--- src/rtl/lcd_pkg.sv ---
`default_nettype none
// ----------------------------------------------------------------------------
// lcd_pkg : font geometry, panel defaults and one-hot sequencer states
// Rev 1.0
// ----------------------------------------------------------------------------
package lcd_pkg;

  localparam int FONT_W0    = 6;
  localparam int FONT_H0    = 12;
  localparam int FONT_W1    = 8;
  localparam int FONT_H1    = 16;
  localparam int LCD_W_DFLT = 240;
  localparam int LCD_H_DFLT = 320;

  localparam logic [6:0] ASCII_LF = 7'h0A;

  typedef enum logic [7:0] {
    ST_IDLE      = 8'b0000_0001,
    ST_FETCH     = 8'b0000_0010,
    ST_WAIT_Q    = 8'b0000_0100,
    ST_PLACE     = 8'b0000_1000,
    ST_ISSUE     = 8'b0001_0000,
    ST_WAIT_DONE = 8'b0010_0000,
    ST_NEXT      = 8'b0100_0000,
    ST_DONE      = 8'b1000_0000
  } str_state_t;

  // Once y is already below the panel it stops growing, so runs of newlines cannot wrap 10 bits.
  function automatic logic [9:0] line_down(input logic [9:0] y, input logic [4:0] h,
                                           input logic [9:0] lim);
    return (y > lim) ? y : y + {5'd0, h};
  endfunction

endpackage
`default_nettype wire

--- src/rtl/lcd_show_string.sv ---
`default_nettype none
// ----------------------------------------------------------------------------
// lcd_show_string : walks an external ASCII buffer and issues one glyph request
//                   per printable character, handling wrap, newline and bottom edge
// Rev 1.0
// ----------------------------------------------------------------------------
module lcd_show_string
  import lcd_pkg::*;
#(
  parameter int LCD_W = LCD_W_DFLT,
  parameter int LCD_H = LCD_H_DFLT,
  parameter int LEN_W = 6
) (
  input  logic             sys_clk,
  input  logic             sys_rst,
  input  logic             str_start,
  input  logic [LEN_W-1:0] str_len,
  input  logic [8:0]       str_x,
  input  logic [8:0]       str_y,
  input  logic             str_size,
  output logic [LEN_W-1:0] buf_addr,
  input  logic [6:0]       buf_data,
  output logic             show_char_flag,
  output logic [6:0]       ascii_num,
  output logic [8:0]       char_x,
  output logic [8:0]       char_y,
  output logic             en_size,
  input  logic             show_char_done,
  output logic             busy,
  output logic             str_done,
  output logic             str_ovf
);

  localparam logic [9:0] c_LCD_W = 10'(LCD_W);
  localparam logic [9:0] c_LCD_H = 10'(LCD_H);

  str_state_t       r_state, w_state_nxt;
  logic [LEN_W-1:0] r_len, r_idx;
  logic [8:0]       r_org_x;
  logic [9:0]       r_cur_x, r_cur_y;
  logic [6:0]       r_ascii;
  logic             r_size, r_ovf, r_wrapped;
  logic [4:0]       w_gw, w_gh;
  logic [9:0]       w_x_end, w_y_end, w_y_nl;
  logic             w_x_fail, w_y_fail, w_is_lf, w_last;

  always_comb begin
    w_gw = r_size ? 5'(FONT_W1) : 5'(FONT_W0);
    w_gh = r_size ? 5'(FONT_H1) : 5'(FONT_H0);
  end

  assign w_x_end  = r_cur_x + {5'd0, w_gw};
  assign w_y_end  = r_cur_y + {5'd0, w_gh};
  assign w_x_fail = w_x_end > c_LCD_W;
  assign w_y_fail = w_y_end > c_LCD_H;
  assign w_y_nl   = line_down(r_cur_y, w_gh, c_LCD_H);
  assign w_is_lf  = (r_ascii == ASCII_LF);
  assign w_last   = ((r_idx + LEN_W'(1)) == r_len);

  always_ff @(posedge sys_clk or posedge sys_rst) begin
    if (sys_rst) r_state <= ST_IDLE;
    else         r_state <= w_state_nxt;
  end

  always_comb begin
    w_state_nxt = r_state;
    case (r_state)
      ST_IDLE:      if (str_start) w_state_nxt = (str_len == '0) ? ST_DONE : ST_FETCH;
      ST_FETCH:     w_state_nxt = ST_WAIT_Q;
      ST_WAIT_Q:    w_state_nxt = ST_PLACE;
      ST_PLACE: begin
        if (w_is_lf)       w_state_nxt = ST_NEXT;
        else if (w_x_fail) w_state_nxt = r_wrapped ? ST_DONE : ST_PLACE;
        else if (w_y_fail) w_state_nxt = ST_DONE;
        else               w_state_nxt = ST_ISSUE;
      end
      ST_ISSUE:     w_state_nxt = ST_WAIT_DONE;
      ST_WAIT_DONE: if (show_char_done) w_state_nxt = ST_NEXT;
      ST_NEXT:      w_state_nxt = w_last ? ST_DONE : ST_FETCH;
      ST_DONE:      w_state_nxt = ST_IDLE;
      default:      w_state_nxt = ST_IDLE;
    endcase
  end

  always_comb begin
    show_char_flag = 1'b0;
    str_done       = 1'b0;
    busy           = 1'b1;
    case (r_state)
      ST_IDLE:  busy           = 1'b0;
      ST_ISSUE: show_char_flag = 1'b1;
      ST_DONE:  str_done       = 1'b1;
      default:  ;
    endcase
  end

  // r_wrapped marks that this glyph already wrapped once; a second x failure means str_x itself cannot fit.
  always_ff @(posedge sys_clk or posedge sys_rst) begin
    if (sys_rst) begin
      r_len     <= '0;
      r_idx     <= '0;
      r_org_x   <= '0;
      r_cur_x   <= '0;
      r_cur_y   <= '0;
      r_ascii   <= '0;
      r_size    <= 1'b0;
      r_ovf     <= 1'b0;
      r_wrapped <= 1'b0;
    end else begin
      case (r_state)
        ST_IDLE: if (str_start) begin
          r_len     <= str_len;
          r_idx     <= '0;
          r_org_x   <= str_x;
          r_cur_x   <= {1'b0, str_x};
          r_cur_y   <= {1'b0, str_y};
          r_size    <= str_size;
          r_ovf     <= 1'b0;
          r_wrapped <= 1'b0;
        end
        ST_FETCH:  r_wrapped <= 1'b0;
        ST_WAIT_Q: r_ascii   <= buf_data;
        ST_PLACE: begin
          if (w_is_lf) begin
            r_cur_x <= {1'b0, r_org_x};
            r_cur_y <= w_y_nl;
          end else if (w_x_fail) begin
            if (r_wrapped) begin
              r_ovf <= 1'b1;
            end else begin
              r_cur_x   <= {1'b0, r_org_x};
              r_cur_y   <= w_y_nl;
              r_wrapped <= 1'b1;
            end
          end else if (w_y_fail) begin
            r_ovf <= 1'b1;
          end
        end
        ST_WAIT_DONE: if (show_char_done) r_cur_x <= w_x_end;
        ST_NEXT:      r_idx <= r_idx + LEN_W'(1);
        default: ;
      endcase
    end
  end

  assign buf_addr  = r_idx;
  assign ascii_num = r_ascii;
  assign char_x    = r_cur_x[8:0];
  assign char_y    = r_cur_y[8:0];
  assign en_size   = r_size;
  assign str_ovf   = r_ovf;

endmodule
`default_nettype wire
--- config.mk ---
export PLATFORM = sky130hd
export DESIGN_NAME = lcd_show_string
export DESIGN_NICKNAME = d
export VERILOG_FILES = /design/src/rtl/lcd_pkg.sv /design/src/rtl/lcd_show_string.sv
export SDC_FILE = /design/constraint.sdc
export NUM_CORES = 1
export LEC_CHECK = 0
export ABC_AREA = 1
export ABC_CLOCK_PERIOD_IN_PS = 2700
export CAP_MARGIN = 10
export CORE_MARGIN = 5
export CORE_UTILIZATION = 52
export DETAILED_ROUTE_END_ITERATION = 16
export GPL_ROUTABILITY_DRIVEN = 0
export PLACE_DENSITY = 0.78
export SYNTH_ARGS = -nofsm -noshare
export SYNTH_HDL_FRONTEND = slang
export SYNTH_SLANG_ARGS = --single-unit
export TNS_END_PERCENT = 1
--- constraint.sdc ---
create_clock -name sys_clk -period 2.7 [get_ports sys_clk]
set_input_delay 0.81 -clock sys_clk [delete_from_list [all_inputs] [get_ports sys_clk]]
set_output_delay 0.81 -clock sys_clk [all_outputs]
set_load 0.05 [all_outputs]
=== Yosys cells after proc, flatten, opt, wreduce, memory -nomap -nowiden ===
Cells that the tools add are included.

* Reduce and logical (&&, ||, !) cells: 12
* Shifts and indexed selects: 0
* Eq/ne operators: 18
* Bitwise gates (word level): 0
* Multiply operators: 0
* Magnitude comparators: 3
* Divide/modulo/power cells: 0
* Mux-type cells: 37
* Add/subtract/negate cells: 3

{| class="wikitable"
|+ Operator list
! operator !! number
|-
| 10-bit 2-to-1 mux || 10
|-
| 8-bit 2-to-1 mux || 8
|-
| 8-bit case mux with 7 select lines || 1
|-
| 10-bit case mux with 3 select lines || 1
|-
| 10-bit by 9-bit greater-than comparator with 1-bit output, second input constant || 2
|-
| 10-bit case mux with 2 select lines || 1
|-
| 3-bit inequality test, second input constant || 4
|-
| 6-bit case mux with 2 select lines || 1
|-
| 10-bit by 4-bit adder with 10-bit output || 1
|-
| 10-bit by 5-bit adder with 10-bit output || 1
|-
| 10-bit by 8-bit greater-than comparator with 1-bit output, second input constant || 1
|-
| 1-bit 2-to-1 mux || 10
|-
| 5-bit AND reduction || 2
|-
| 8-bit by 1-bit == test with 1-bit output, second input constant || 1
|-
| 8-bit by 2-bit == test with 1-bit output, second input constant || 1
|-
| 8-bit by 3-bit == test with 1-bit output, second input constant || 1
|-
| 8-bit by 4-bit == test with 1-bit output, second input constant || 1
|-
| 8-bit by 5-bit == test with 1-bit output, second input constant || 1
|-
| 8-bit by 6-bit == test with 1-bit output, second input constant || 1
|-
| 8-bit by 7-bit == test with 1-bit output, second input constant || 1
|-
| 8-bit == test, second input constant || 1
|-
| 2-bit inequality test, second input constant || 4
|-
| 4-bit AND reduction || 2
|-
| 7-bit by 4-bit == test with 1-bit output, second input constant || 1
|-
| 11 further kinds || 15
|}

* Logic and storage cells: 83
* Input bits: 36
* Register bits: 59
* Output and inout bits: 36
* Bits in latches: 0
* Memory bits (read-only): 0
* Memories: 0
* RAM bits: 0

=== Logic depth before layout (Yosys ltp) ===
* Depth after elaboration: 7
* Mapped depth: 19
* Gate-level depth less buffers: 18

=== Least setup slack after synthesis ===
OpenSTA, ideal clock, no wires.

* Kind: flip-flop to flip-flop
* From: register r_size, in the netlist en_size
* To: register r_cur_x[1]
* Library setup time: 0.117 ns
* Required time: 2.583 ns
* Cell stages (with the launch flop): 18
* Period minus slack after synthesis: 2.738 ns
* Arrival time: 2.621 ns
* Path buffers: 2
* Path slack: -0.038 ns
* Path through: dfrtp_1 inv_1 ha_1 inv_1 fa_1 inv_1 nand2_1 nand2_1 nand3_2 xnor2_2 nor2_1 nand2_2 nand2_2 nand2_4 buf_12 buf_8 nand4_1 nand2_1

* Longest elaborated chain between the ends: 5
* Elaborated cells between the ends (all ways): 7
* Those cells by class: add/sub: 1; order compare: 1; eq/ne: 1; mux: 3; reduce/logical: 1

{| class="wikitable"
|+ Ends and longest elaborated chain
! element !! RTL line !! text
|-
| from (decl) || lcd_show_string.sv:42 || <nowiki>logic r_size, r_ovf, r_wrapped;</nowiki>
|-
| from (signal assigned) || lcd_show_string.sv:117 || <nowiki>r_size <= str_size;</nowiki>
|-
| 4-bit 2-to-1 mux * || lcd_show_string.sv:48 || <nowiki>w_gw = r_size ? 5'(FONT_W1) : 5'(FONT_W0);</nowiki>
|-
| 10-bit by 4-bit adder with 10-bit output * || lcd_show_string.sv:52 || <nowiki>assign w_x_end = r_cur_x + {5'd0, w_gw};</nowiki>
|-
| 10-bit by 8-bit greater-than comparator with 1-bit output || lcd_show_string.sv:54 || <nowiki>assign w_x_fail = w_x_end > c_LCD_W;</nowiki>
|-
| 3-bit inequality test (no source line) || - ||
|-
| 5-bit AND reduction (no source line) || - ||
|-
| to (signal assigned) || lcd_show_string.sv:115 || <nowiki>r_cur_x <= {1'b0, str_x};</nowiki>
|-
| to (signal assigned) || lcd_show_string.sv:125 || <nowiki>r_cur_x <= {1'b0, r_org_x};</nowiki>
|-
| to (signal assigned) || lcd_show_string.sv:131 || <nowiki>r_cur_x <= {1'b0, r_org_x};</nowiki>
|-
| to (decl) || lcd_show_string.sv:40 || <nowiki>logic [9:0] r_cur_x, r_cur_y;</nowiki>
|}

Mark *: on every way between the ends. The rest lies on a longest branch, timed or not. The select of a mux whose other input is x is not followed.
A chain may end at the register's enable or synchronous reset.

=== Worst setup path after layout ===
* From: register r_size, in the netlist en_size
* To: register r_cur_x[9]

Same word-level chain as after synthesis.

==> results.md <==
* Port bufs at 71
* Sink Count at between 50 and 60
* Top cells by count, synth: nand2_1 (171), inv_1 (59), dfrtp_1 (58), nand3_1 (32), nor2_1 (29)
* Floorplan die height at roughly 94 µm
* Resize count post-CTS at 0
* Synth area leaders: dfrtp_1 (40%), nand2_1 (18%), inv_1 (6.0%)
* Met2 Track Usage GR at a little over a third
* Largest area contributor in the netlist: dfrtp_1
* Status: completed
* # hold bufs at CTS at 0
* Row Count at 30
* Core ar. at 6830 µm²
* GR Util met1 at between 20% and 30%
* WHS Endpoint: r_org_x[7]
* Setup bufs post-CTS at 0
* WHS Path Cells at 2
* First-pass GRT wire length at between 15 and 20 mm
* Tot Pwr at approximately 5700 µW
* Sequential fraction of the synthesis area at 40.3%
* Syn Nets at roughly 540
* Gr usage total at roughly 22%
* Die X at approximately 94 µm
* Multi-input logic area at about 1800 µm²
* Final Hold Vio Count at 0
* Hold Crit Class: flop to flop
* Largest net degree at the start of global routing at 38
* Iter 0 DRT Violations at 230
* GRT busiest layer: met2
* Area Overhead vs Synth at 26.4%
* Initial antenna violation count at 0
* Final Worst Setup Slack at 0.217 ns
* Fraction of registers with async set/reset at 100%
* CP arrival at around 2.7 ns
* Die Area at 8820 µm²
* Post-route DRC at 0
* # IOs at 72
* Layout Skew at around 0.01 ns
* Vias in the first global route at roughly 3400
* Post-synthesis register bit count at 59
* Syn Area/Cell at around 7.4 µm²
* WL per Instance at 14.0 µm
* H-tree lvl count at 3
* Diode count at 0
* Share of layout cells above drive strength 1 at 10.7%
* DRT antenna net count at 0
* Design Area, Final at roughly 4600 µm²
* Worst EP required at roughly 2.9 ns
* Worst R2R End: r_cur_x[9]
* CTS root buffer: clkbuf_8
* Distinct cells, synth at 42
* CTS max path bufs at 2
* Register area at roughly 1500 µm²
* RSZ-0062 raised after global routing: yes
* Routed wire length at 9.17 mm
* Fill count at between 500 and 600
* Post-synth EDFFs at 0
* Worst reg2reg path startpoint: en_size
* Crit path kind: flop to flop
* Hold Slack at just under 0.5 ns
* DPL Wire Length at slightly below 7 mm
* Crit start category: flop
* Drt pass-1 iters at 5
* P_leak at 0.00230 µW
* Setup violations, final at 0
* Tmin final at between 2 and 2.5 ns
* Total power divided by cell area at between 1000 and 1500 nW/µm²
* Reg2Reg Setup Slack at around 0.22 ns
* Global route overflow at 0
* TritonCTS Buffers at 9
* Setup WS pre-CTS at ~0.11 ns
* Placed inst area at 4350 µm²
* Peak supply drop at 0.757 mV
* Clk_lat worst skew at between 0.3 and 0.4 ns
* DR vias/cell at 5.14
* Worst-Margin Slew at 0.639 ns
* TNS Setup at 0 ns
* Count leader, synth: nand2_1
* Starting Density at between 50 and 60%
* Fmax at around 400 MHz
* Met3 usage at 5.77%
* Critical path endpoint category: flop
* YS warnings at 0
* Primary FF master, synth: dfrtp_1
* Vias post-DR at about 3400
* Mapped Area at ~3700 µm²
* Relative slew slack at between 50% and 60%
* CTS tree: built
* Clock-pin slew on the worst setup and hold paths at ~0.08 ns
* Tcrit/Tclk final at roughly 92%
* Layout Nets at 601
* Crit Path Max Fanout at 10
* Max Cap Viol at 0
* R2R depth at 18
* Synth Instances at 493
* Worst hold start: r_org_x[7]
* Slew Viols, Final at 0
* Synth top area share at between 30 and 40%
## power by group
part	total [µW]	internal, µW	switching [µW]
clock network	1020	638	380
registers	1550	1230	319
logic	3080	1020	2060
total	5650	2900	2760
## worst max path at each step
stage | start | end | slack, ns | cells after the start
floorplan | en_size | r_cur_x[1] | 0.09 | 17
global placement | en_size | r_cur_y[6] | 0.24 | 18
detailed placement | en_size | r_cur_x[3] | 0.11 | 18
CTS | en_size | r_cur_x[9] | 0.1 | 18
global route | en_size | r_cur_x[9] | -0.06 | 18
finish | en_size | r_cur_x[9] | 0.22 | 18
## worst max-delay path, cell delays in order (launching register included)
cell and delay (ns):
dfrtp_2 0.44, inv_1 0.09, ha_1 0.16, inv_1 0.06, fa_1 0.38, inv_1 0.06, nand2_1 0.07, nand2_2 0.11
nand2_1 0.06, nand2_1 0.07, nand3_1 0.07, nor2_1 0.09, nand3_1 0.09, nand2_2 0.13, nand2_4 0.11, nand2_8 0.11
nand3_4 0.12, nand2_1 0.10, nand2_1 0.06
## area by class of cell
| type | count | share of cell area, % |
|---|---|---|
| Clock inverter | 6 | 2.43 |
| Clock buffer | 10 | 2.97 |
| Inverter | 66 | 5.40 |
| Timing Repair Buffer | 77 | 16.4 |
| Sequential cell | 59 | 31.9 |
| Multi-Input combinational cell | 343 | 38.2 |
| Tap cell | 96 | 2.59 |
## stage by stage
stage | util, % | std cells
after CTS | 67.3 | 656
after detailed placement | 63.7 | 640
final | 67.8 | 657
after floorplan | - | 493
after global routing | 67.8 | 657
after global placement | 63.7 | 640
## sequential cells by signal, indices dropped and copies added (netlist names)
name       flops
r_state        8
ascii_num      7
str_ovf        1
r_cur_y       10
r_len          6
r_cur_x       10
r_org_x        9
buf_addr       6
r_wrapped      1
en_size        1
## cell families after synthesis
| kind of cell | after synthesis | share of synthesized area, % |
|---|---|---|
| buffers and inverters | 92 | 12.2 |
| adders and majority gates | 9 | 3.48 |
| AOI/OAI and AO/OA | 47 | 7.48 |
| and+or+nand+nor | 274 | 33.4 |
| DFF | 59 | 40.3 |
| xor gates and xnor gates | 11 | 2.83 |
| muxes | 1 | 0.307 |
## layout by cell type (no fill, tap or decap), types with 9 or more instances in the layout
cell,Yosys,layout
nand3_1,32,32
nand2_1,171,170
inv_1,59,58
clkbuf_8,0,10
nor2_1,29,29
o21ai_0,15,15
dfrtp_1,58,57
nand4_1,15,15
a21oi_1,10,9
clkdlybuf4s50_1,0,68
o21ai_1,10,10
## per-layer routing
layer  vias to the layer above  part of all wire [%]
met3                        17                   6.0
met4                         0                   2.2
met2                       100                    48
li1                       1686                     -
met1                      1571                    44
met5                         -                     0
Note: power is estimated with default switching activity, not from simulation.
